File: src/rtl/seq_mult_ls_param.sv
// rtl/seq_mult_ls_param.sv - sequential shift-add multiplier with a left-shifting multiplicand
// Optional early termination on an exhausted multiplier: SEQ_MULT_EARLY_TERM_EN.
module seq_mult_ls_param #(
  parameter int WIDTH = 6,
  parameter int CNT_W = 6
) (
  input  logic                 clk,
  input  logic                 rst,
  input  logic                 start,
  input  logic                 sgn,
  input  logic [WIDTH-1:0]     a,
  input  logic [WIDTH-1:0]     b,
  output logic                 busy,
  output logic                 done,
  output logic [2*WIDTH-1:0]   product,
  output logic [WIDTH-1:0]     X,
  output logic [2*WIDTH-1:0]   Y
);

  typedef enum logic [1:0] {
    S_IDLE,
    S_LOAD,
    S_RUN,
    S_DONE
  } state_t;

  localparam logic [CNT_W-1:0] LAST_ITER = CNT_W'(WIDTH - 1);

  state_t               state;
  state_t               state_nxt;
  logic [WIDTH-1:0]     a_q;
  logic [WIDTH-1:0]     b_q;
  logic                 sgn_q;
  logic                 neg_q;
  logic [2*WIDTH-1:0]   acc;
  logic [2*WIDTH-1:0]   acc_nxt;
  logic [2*WIDTH-1:0]   prod_nxt;
  logic [CNT_W-1:0]     cnt;
  logic [WIDTH-1:0]     a_mag;
  logic [WIDTH-1:0]     b_mag;
  logic                 iter_last;

  // Magnitudes: the most-negative value negates to itself, which reads correctly as unsigned.
  always_comb begin
    a_mag     = (sgn_q && a_q[WIDTH-1]) ? -a_q : a_q;
    b_mag     = (sgn_q && b_q[WIDTH-1]) ? -b_q : b_q;
    acc_nxt   = X[0] ? (acc + Y) : acc;
    prod_nxt  = neg_q ? -acc_nxt : acc_nxt;
    iter_last = (cnt == LAST_ITER);
  end

  always_comb begin
    state_nxt = state;
    busy      = 1'b0;
    done      = 1'b0;
    case (state)
      S_IDLE: begin
        if (start) state_nxt = S_LOAD;
      end
      S_LOAD: begin
        busy = 1'b1;
`ifdef SEQ_MULT_EARLY_TERM_EN
        state_nxt = (b_mag == '0) ? S_DONE : S_RUN;
`else
        state_nxt = S_RUN;
`endif
      end
      S_RUN: begin
        busy = 1'b1;
`ifdef SEQ_MULT_EARLY_TERM_EN
        if (X == '0 || iter_last) state_nxt = S_DONE;
`else
        if (iter_last) state_nxt = S_DONE;
`endif
      end
      S_DONE: begin
        done      = 1'b1;
        state_nxt = S_IDLE;
      end
      default: state_nxt = S_IDLE;
    endcase
  end

  always_ff @(posedge clk) begin
    if (!rst) begin
      state   <= S_IDLE;
      a_q     <= '0;
      b_q     <= '0;
      sgn_q   <= 1'b0;
      neg_q   <= 1'b0;
      acc     <= '0;
      cnt     <= '0;
      product <= '0;
      X       <= '0;
      Y       <= '0;
    end else begin
      state <= state_nxt;
      case (state)
        S_IDLE: begin
          if (start) begin
            a_q   <= a;
            b_q   <= b;
            sgn_q <= sgn;
          end
        end
        S_LOAD: begin
          neg_q <= sgn_q & (a_q[WIDTH-1] ^ b_q[WIDTH-1]);
          Y     <= {{WIDTH{1'b0}}, a_mag};
          X     <= b_mag;
          acc   <= '0;
          cnt   <= '0;
`ifdef SEQ_MULT_EARLY_TERM_EN
          if (b_mag == '0) product <= '0;
`endif
        end
        S_RUN: begin
          acc <= acc_nxt;
          Y   <= Y << 1;
          X   <= X >> 1;
          cnt <= cnt + 1'b1;
          // Product is registered on entry to DONE so it is valid alongside the done pulse.
          if (state_nxt == S_DONE) product <= prod_nxt;
        end
        default: ;
      endcase
    end
  end

endmodule

File: config.mk
export PLATFORM = sky130hd
export DESIGN_NAME = seq_mult_ls_param
export DESIGN_NICKNAME = d
export VERILOG_FILES = /design/src/rtl/seq_mult_ls_param.sv
export SDC_FILE = /design/constraint.sdc
export NUM_CORES = 1
export LEC_CHECK = 0
export BUFFER_PORTS_ARGS = -buffer_cell sky130_fd_sc_hd__clkbuf_2
export CAP_MARGIN = 30
export CELL_PAD_IN_SITES_DETAIL_PLACEMENT = 1
export CELL_PAD_IN_SITES_GLOBAL_PLACEMENT = 2
export CORE_UTILIZATION = 30
export CTS_BUF_LIST = sky130_fd_sc_hd__clkbuf_8
export DETAILED_ROUTE_END_ITERATION = 6
export PLACE_DENSITY = 0.75
export SLEW_MARGIN = 5
export SYNTH_ARGS = -nofsm -noshare
export SYNTH_HDL_FRONTEND = slang
export SYNTH_SLANG_ARGS = --single-unit
File: constraint.sdc
create_clock -name clk -period 5.7 [get_ports clk]
set_input_delay 0 -clock clk [delete_from_list [all_inputs] [get_ports clk]]
set_output_delay 0 -clock clk [all_outputs]
set_load 0.02 [all_outputs]
==> metrics.csv, run 1 <==
stage,metric,value,unit
run_status,status,"complete, but fails checks",
run_status,violations,design-rule violations,
floorplanning,coreArea,0.01156,sq mm
power_and_ir_drop,p_leak,1.715,nW
detailed_routing,route.detailed.drc,3,
hold_path,hold_depth,3,
floorplanning,io_pins,48,
finish,n_antenna_cell,0,
clock_network,worstSkewPairLatency,370,ps
clock_network,clock_sinks,64,
clock_network,ctsResizeCount,0,
yosys,syn_area_per_cell,8.151,sq um
detailed_routing,num_vias,3283,
detailed_routing,routed_via_density,5.106,
sta,maxSlewHeadroom,0.4004,
finish,final_cell_mix,"65 x nand2_1, 64 x dfxtp_1, 50 x nor2_1, 47 x clkbuf_2, 45 x a21oi_1",
placement,port-buffer-count,47,
critical_path,path_common_cell,or3_1,
critical_path,cp-end-kind,register,
power_and_ir_drop,total_power,1.415,mW
yosys,synth_flop_cell,dfxtp_1,
global_routing,grt_util_all_layers,0.1748,
sta,clock_skew,6.548,ps
power_and_ir_drop,ir_drop,0.0001827,V
critical_path,path_class,register to register,
critical_path,cp_slowest_cell,fa_1,
finish,layout-drive-gt1-share,0.1540,
clock_network,htreeDepth,3,
finish,layout_commonest_cell,nand2_1,
sta,period_share,0.5882,
sta,finalHoldViolations,0,
power_and_ir_drop,power_density,333.5,mW/mm^2
yosys,synthArstFlopShare,0,
sta,fmax,0.2983,GHz
floorplanning,rows,39,
placement,place_congestion,0.7821,
yosys,yosys.area.top_type,dfxtp_1,
sta,worst_pin_slew,898.5,ps
critical_path,crit_arrival,3640,ps
yosys,synth-edff-count,0,
yosys,yosysTopAreaCellShare,0.3564,
yosys,yosysWarnings,0,
finish,nets,533,
global_routing,grt_pass1_wl,16.94,mm
sta,rsz0062_at_grt,false,
clock_network,postCtsSetupRepairBufs,0,
global_routing,grt_pass1_vias,3346,
detailed_routing,drt_iter0_drc,73,
job,max-cap-violations,0,
clock_network,cts_buffer_depth,2,
clock_network,cts_hold_buf,14,
global_routing,met1_usage,0.2155,
floorplanning,die_w,111.5,microns
floorplanning,start_util,0.3108,
floorplanning,dieArea,0.01242,sq mm
placement,dp_hpwl,7.341,mm
clock_network,cts_tree,yes,
yosys,ys_top_cells_by_area,"dfxtp_1 36%, ha_1 7.3%, nand2_1 6.8%",
global_routing,grt-busiest-layer,met2,
global_routing,grt-ovfl-total,0,
global_routing,met2_usage,0.2888,
critical_path,path_max_fanout,4,
critical_path,reg2regPathDepth,10,
detailed_routing,wl,10.23,mm
yosys,synth-seq-cells,64,
hold_path,hold_class,input port to register,
critical_path,critPathLaunchType,register,
detailed_routing,first_pass_iters,7,
critical_path,critPathMaxStageDelay,440,ps
yosys,synth.net_count,479,
yosys,netlist_area,0.003595,sq mm
yosys,synth.distinct_cells,59,
yosys,ys_seq_area_frac,0.3564,
sta,slew_violations,0,
sta,setup_viol,0,
sta,tns,0,ps
floorplanning,fp.dieH,111.5,microns
global_routing,grt_max_degree,36,
finish,areaGrowthSynthToFinish,18.06,%
clock_network,cts_made_buffers,9,
critical_path,crit_chain,ha_1 > fa_1 > xor2_1 > mux2i_1 > nand3_1 > or3_1 > or3_1 > or4_4 > and3_4 > o221ai_2,
sta,fin_crit,3353,ps
detailed_routing,ant_nets,0,
clock_network,clk_pin_slew_worst_paths,70,ps
global_routing,antenna_found_initial,0,
detailed_routing,wire_per_inst,15.91,microns
clock_network,clock_tree.root_cell,clkbuf_8,
critical_path,critPathRequiredTime,5980,ps
yosys,synthCells,441,
global_routing,use_met3,0.03865,
[critical path, delay by kind of cell, from the launching register on]
kind                       cells  cell delay [ps]
adders and majority gates      2              680
muxes                          1              330
DFF                            1              330
and+or+nand+nor                5             1580
AOI/OAI and AO/OA              1              170
xor gates and xnor gates       1              180
[cells in the mapped netlist, types with 2 or more instances]
cell       number
nand2_1        65
dfxtp_1        64
nor2_1         50
a21oi_1        45
o21ai_0        23
ha_1           21
mux2i_1        18
clkbuf_1       17
nand3_1        14
xnor2_1        13
inv_1          12
xor2_1         11
a211oi_1        7
a22oi_1         6
nand2b_1        5
o211ai_1        5
or3_1           5
nand4_1         4
and2_1          3
buf_6           3
nand4b_1        3
a21o_1          2
a41oi_1         2
nand3b_1        2
nor3_1          2
o2111ai_1       2
o31a_1          2
o31ai_1         2
o41ai_1         2
or2_2           2
[final cells by class]
class / instances / area, sq um
Timing Repair Buffer: 65 / 405.4
Sequential cell: 64 / 1281
Multi-Input combinational cell: 343 / 2153
Tap cell: 143 / 178.9
Clock buffer: 9 / 123.9
Clock inverter: 7 / 56.30
Inverter: 12 / 45.04
Fill cell: 1397 / 7321
[layer usage]
| metal | routed length (microns) | vias to the layer above |
|---|---|---|
| met3 | 344 | 16 |
| li1 | - | 1657 |
| met2 | 4791 | 58 |
| met4 | 228 | 0 |
| met1 | 4867 | 1552 |
| met5 | 0 | - |
[state kept, by name, summed over array words and instances (netlist names), 2 cells and up]
register and count:
Y 12, a_q 6, cnt 6, state 2, product 12, b_q 6
acc 12, X 6
[metrics by stage]
stage / setup WS [ps] / hold slack [ps] / area, sq um / std cells / utilization
2_1_floorplan: 2526 / 121.7 / 3595 / 441 / -
3_3_place_gp: 2465 / 222.9 / 3924 / 613 / 0.3393
3_5_place_dp: 2347 / 230.8 / 3924 / 613 / 0.3393
4_1_cts: 2317 / 5.047 / 4244 / 643 / 0.3670
5_1_grt: 2147 / 30.23 / 4244 / 643 / 0.3670
6_report: 2347 / 24.76 / 4244 / 643 / 0.3670
[where the power goes]
| group | total, mW | internal [mW] | switching (mW) |
|---|---|---|---|
| registers | 0.541 | 0.490 | 0.0511 |
| logic | 0.494 | 0.155 | 0.339 |
| clock network | 0.381 | 0.195 | 0.186 |
| total | 1.42 | 0.839 | 0.576 |
[worst paths after layout]
kind / from / to / slack (ps)
max: Y[0] / product[11] / 2350
min: start / state[0] / 20
max reg2reg: Y[0] / product[11] / 2350
min reg2reg: product[9] / product[9] / 480
[cells by family (layout without fill, tap and decap cells)]
kind of cell / count (synthesis) / count (layout) / synth area share
simple gates: 168 / 168 / 0.2179
compound gates: 110 / 110 / 0.1907
flops: 64 / 64 / 0.3564
buf+inv: 34 / 93 / 0.04455
xor+xnor: 24 / 24 / 0.05848
fa+ha+maj: 22 / 22 / 0.07866
mux: 19 / 19 / 0.05325
(Power assumes the default switching activity.)
==> run 2: changes to the inputs <==
ABC_AREA = 1   (was unset)
PLACE_DENSITY = 0.82   (was 0.75)
clock period = 3.05 ns   (was 5.7 ns; I/O delays follow)
==> metrics.csv, run 2 <==
stage,metric,value,unit
hold_path,hold_class,input port to register,
sta,fin_crit,2624,ps
detailed_routing,route.detailed.drc,3,
critical_path,cp-end-kind,register,
critical_path,path_max_fanout,4,
critical_path,cp_slowest_cell,fa_1,
global_routing,grt-busiest-layer,met2,
run_status,violations,design-rule violations,
run_status,status,"complete, but fails checks",
critical_path,path_class,register to register,
global_routing,met1_usage,0.2529,
global_routing,met2_usage,0.2832,
sta,timing.hold.ws,194.8,ps
clock_network,worstSkewPairLatency,360,ps
floorplanning,io_pins,48,
yosys,synthCells,527,
finish,fill_cells,1531,
finish,layout-drive-gt1-share,0.1627,
global_routing,grt_pass1_vias,3660,
yosys,ys_seq_area_frac,0.3514,
critical_path,cp_num_buf_inv,2,
yosys,synth-edff-count,0,
clock_network,clock_tree.root_cell,clkbuf_8,
clock_network,cts_tree,yes,
placement,place_congestion,0.8617,
sta,worst_pin_slew,731.3,ps
yosys,yosys.area.top_type,dfxtp_1,
power_and_ir_drop,switchingPower,1.298,mW
sta,clock_skew,11.54,ps
yosys,synthArstFlopShare,0,
finish,postLayoutCoreUtil,0.3774,
clock_network,clk_pin_slew_worst_paths,80,ps
yosys,synth-seq-cells,64,
sta,finalHoldViolations,0,
critical_path,critPathLaunchType,register,
power_and_ir_drop,power_density,718.3,mW/mm^2
power_and_ir_drop,clkPwrFrac,0.270,
sta,setup_ws,426.1,ps
global_routing,grt_pass1_wl,18.11,mm
placement,place_ws,406.2,ps
critical_path,critPathMaxStageDelay,440,ps
yosys,yosysTopAreaCellShare,0.3514,
detailed_routing,routed_via_density,4.941,
placement,place_area,0.004011,sq mm
sta,rsz0062_at_grt,false,
critical_path,critPathRequiredTime,3300,ps
sta,period_share,0.8603,
floorplanning,dieArea,0.01260,sq mm
clock_network,cts_buffer_depth,2,
power_and_ir_drop,p_leak,2.011,nW
yosys,synth_flop_cell,dfxtp_1,
yosys,synth.distinct_cells,41,
power_and_ir_drop,pwr-share-seq,0.351,
detailed_routing,first_pass_iters,7,
power_and_ir_drop,p_int,1.850,mW
job,max-cap-violations,0,
yosys,yosysMostFrequentCell,nand2_1,
sta,setup_viol,0,
detailed_routing,drt_iter0_drc,103,
finish,n_antenna_cell,0,
critical_path,crit_arrival,2880,ps
finish,areaGrowthSynthToFinish,20.21,%
sta,fmax,0.3811,GHz
floorplanning,rows,39,
floorplanning,coreArea,0.01161,sq mm
clock_network,ctsResizeCount,0,
yosys,yosysWarnings,0,
placement,dpl.cell_count,703,
clock_network,postCtsSetupRepairBufs,0,
detailed_routing,wl,10.75,mm
global_routing,grt_max_degree,34,
yosys,syn_area_per_cell,6.918,sq um
clock_network,clock_sinks,64,
floorplanning,start_util,0.3139,
power_and_ir_drop,total_power,3.148,mW
global_routing,antenna_found_initial,0,
detailed_routing,ant_nets,0,
critical_path,crit_family,adder cells,
power_and_ir_drop,ir_drop,0.0002922,V
global_routing,grt_util_all_layers,0.1824,
finish,final_cell_area,0.004383,sq mm
global_routing,grt-ovfl-total,0,
yosys,synth.net_count,565,
power_and_ir_drop,swShare,0.4123,
critical_path,crit_chain,ha_1 > fa_1 > nand2_1 > a21boi_2 > ha_1 > inv_1 > nor2_1 > nand2_1 > nor3_2 > nand3_2 > nand3_1 > nand3_1 > o211ai_1 > inv_1,
yosys,synth_top_cells_by_count,"127 x nand2_1, 64 x dfxtp_1, 61 x inv_1, 48 x a21oi_1, 37 x nand3_1",
clock_network,htreeDepth,3,
sta,tns,0,ps
detailed_routing,wire_per_inst,14.66,microns
global_routing,use_met3,0.03294,
floorplanning,die_w,112.2,microns
yosys,netlist_area,0.003646,sq mm
floorplanning,fp.dieH,112.2,microns
sta,maxSlewHeadroom,0.5113,
sta,slew_violations,0,
finish,final_cells,733,
placement,port-buffer-count,47,
detailed_routing,num_vias,3622,
finish,layout_commonest_cell,nand2_1,
finish,largest_registers,"Y x12, acc x12, product x12",
finish,final_cell_mix,"127 x nand2_1, 64 x dfxtp_1, 62 x inv_1, 48 x a21oi_1, 47 x clkbuf_2",
power_and_ir_drop,power_frac_comb,0.379,
placement,dp_hpwl,8.120,mm
yosys,ys_top_cells_by_area,"dfxtp_1 35%, nand2_1 13%, ha_1 7.2%",
clock_network,cts_made_buffers,9,
finish,nets,623,
-- run 2: worst paths after layout --
path | cells after the start | end | startpoint | slack [ps]
setup / recovery | 14 | product[8] | acc[0] | 430
hold / removal | 3 | state[1] | rst | 190
setup reg to reg | 14 | product[8] | acc[0] | 430
hold reg to reg | 2 | acc[3] | acc[3] | 490
-- run 2: layout make-up --
cell class              instances  area (sq um)  share of cell area
multi-input cells             377          2023              0.4616
flip-flops and latches         64          1281              0.2923
repair buffers                 67         420.4             0.09592
inverters                      66         247.7             0.05652
well taps                     143         178.9             0.04082
clock buffers                  11         151.4             0.03454
clock inverters                 5         80.08             0.01827
-- run 2: routing by layer --
metal  vias to the layer above  part of all wire
li1                       1845                 -
met1                      1716              0.51
met2                        53              0.44
met3                         8             0.042
met4                         0             0.013
met5                         -                 0
-- run 2: cells by family (layout without fill, tap and decap cells) --
group,Yosys count,in the layout,synth area share
simple gates,234,234,0.2811
compound gates,114,114,0.1795
flops,64,64,0.3514
buf+inv,86,149,0.09368
fa+ha+maj,22,22,0.07756
xor+xnor,7,7,0.01682
-- run 2: worst reg2reg max path: cells and delay by family (launching register included) --
family,cells,cell delay [ps]
AOI/OAI and AO/OA,2,370
adders and majority gates,3,870
buffers and inverters,2,100
DFF,1,400
and+or+nand+nor,7,780
-- run 2: power by group through the flow --
stage | sequential [mW] | combinational [mW] | clock (mW)
floorplan | 1.14 | 0.791 | 0
global placement | 1.12 | 1.15 | 0
detailed placement | 1.13 | 1.18 | 0
CTS | 1.11 | 1.20 | 0.873
global route | 1.13 | 1.34 | 0.917
finish | 1.11 | 1.19 | 0.848
-- run 2: what timing repair did --
action,4_1_cts,5_1_grt
hold buffers,14,0
hold endpoints to repair,14,0
setup endpoints to repair,0,0
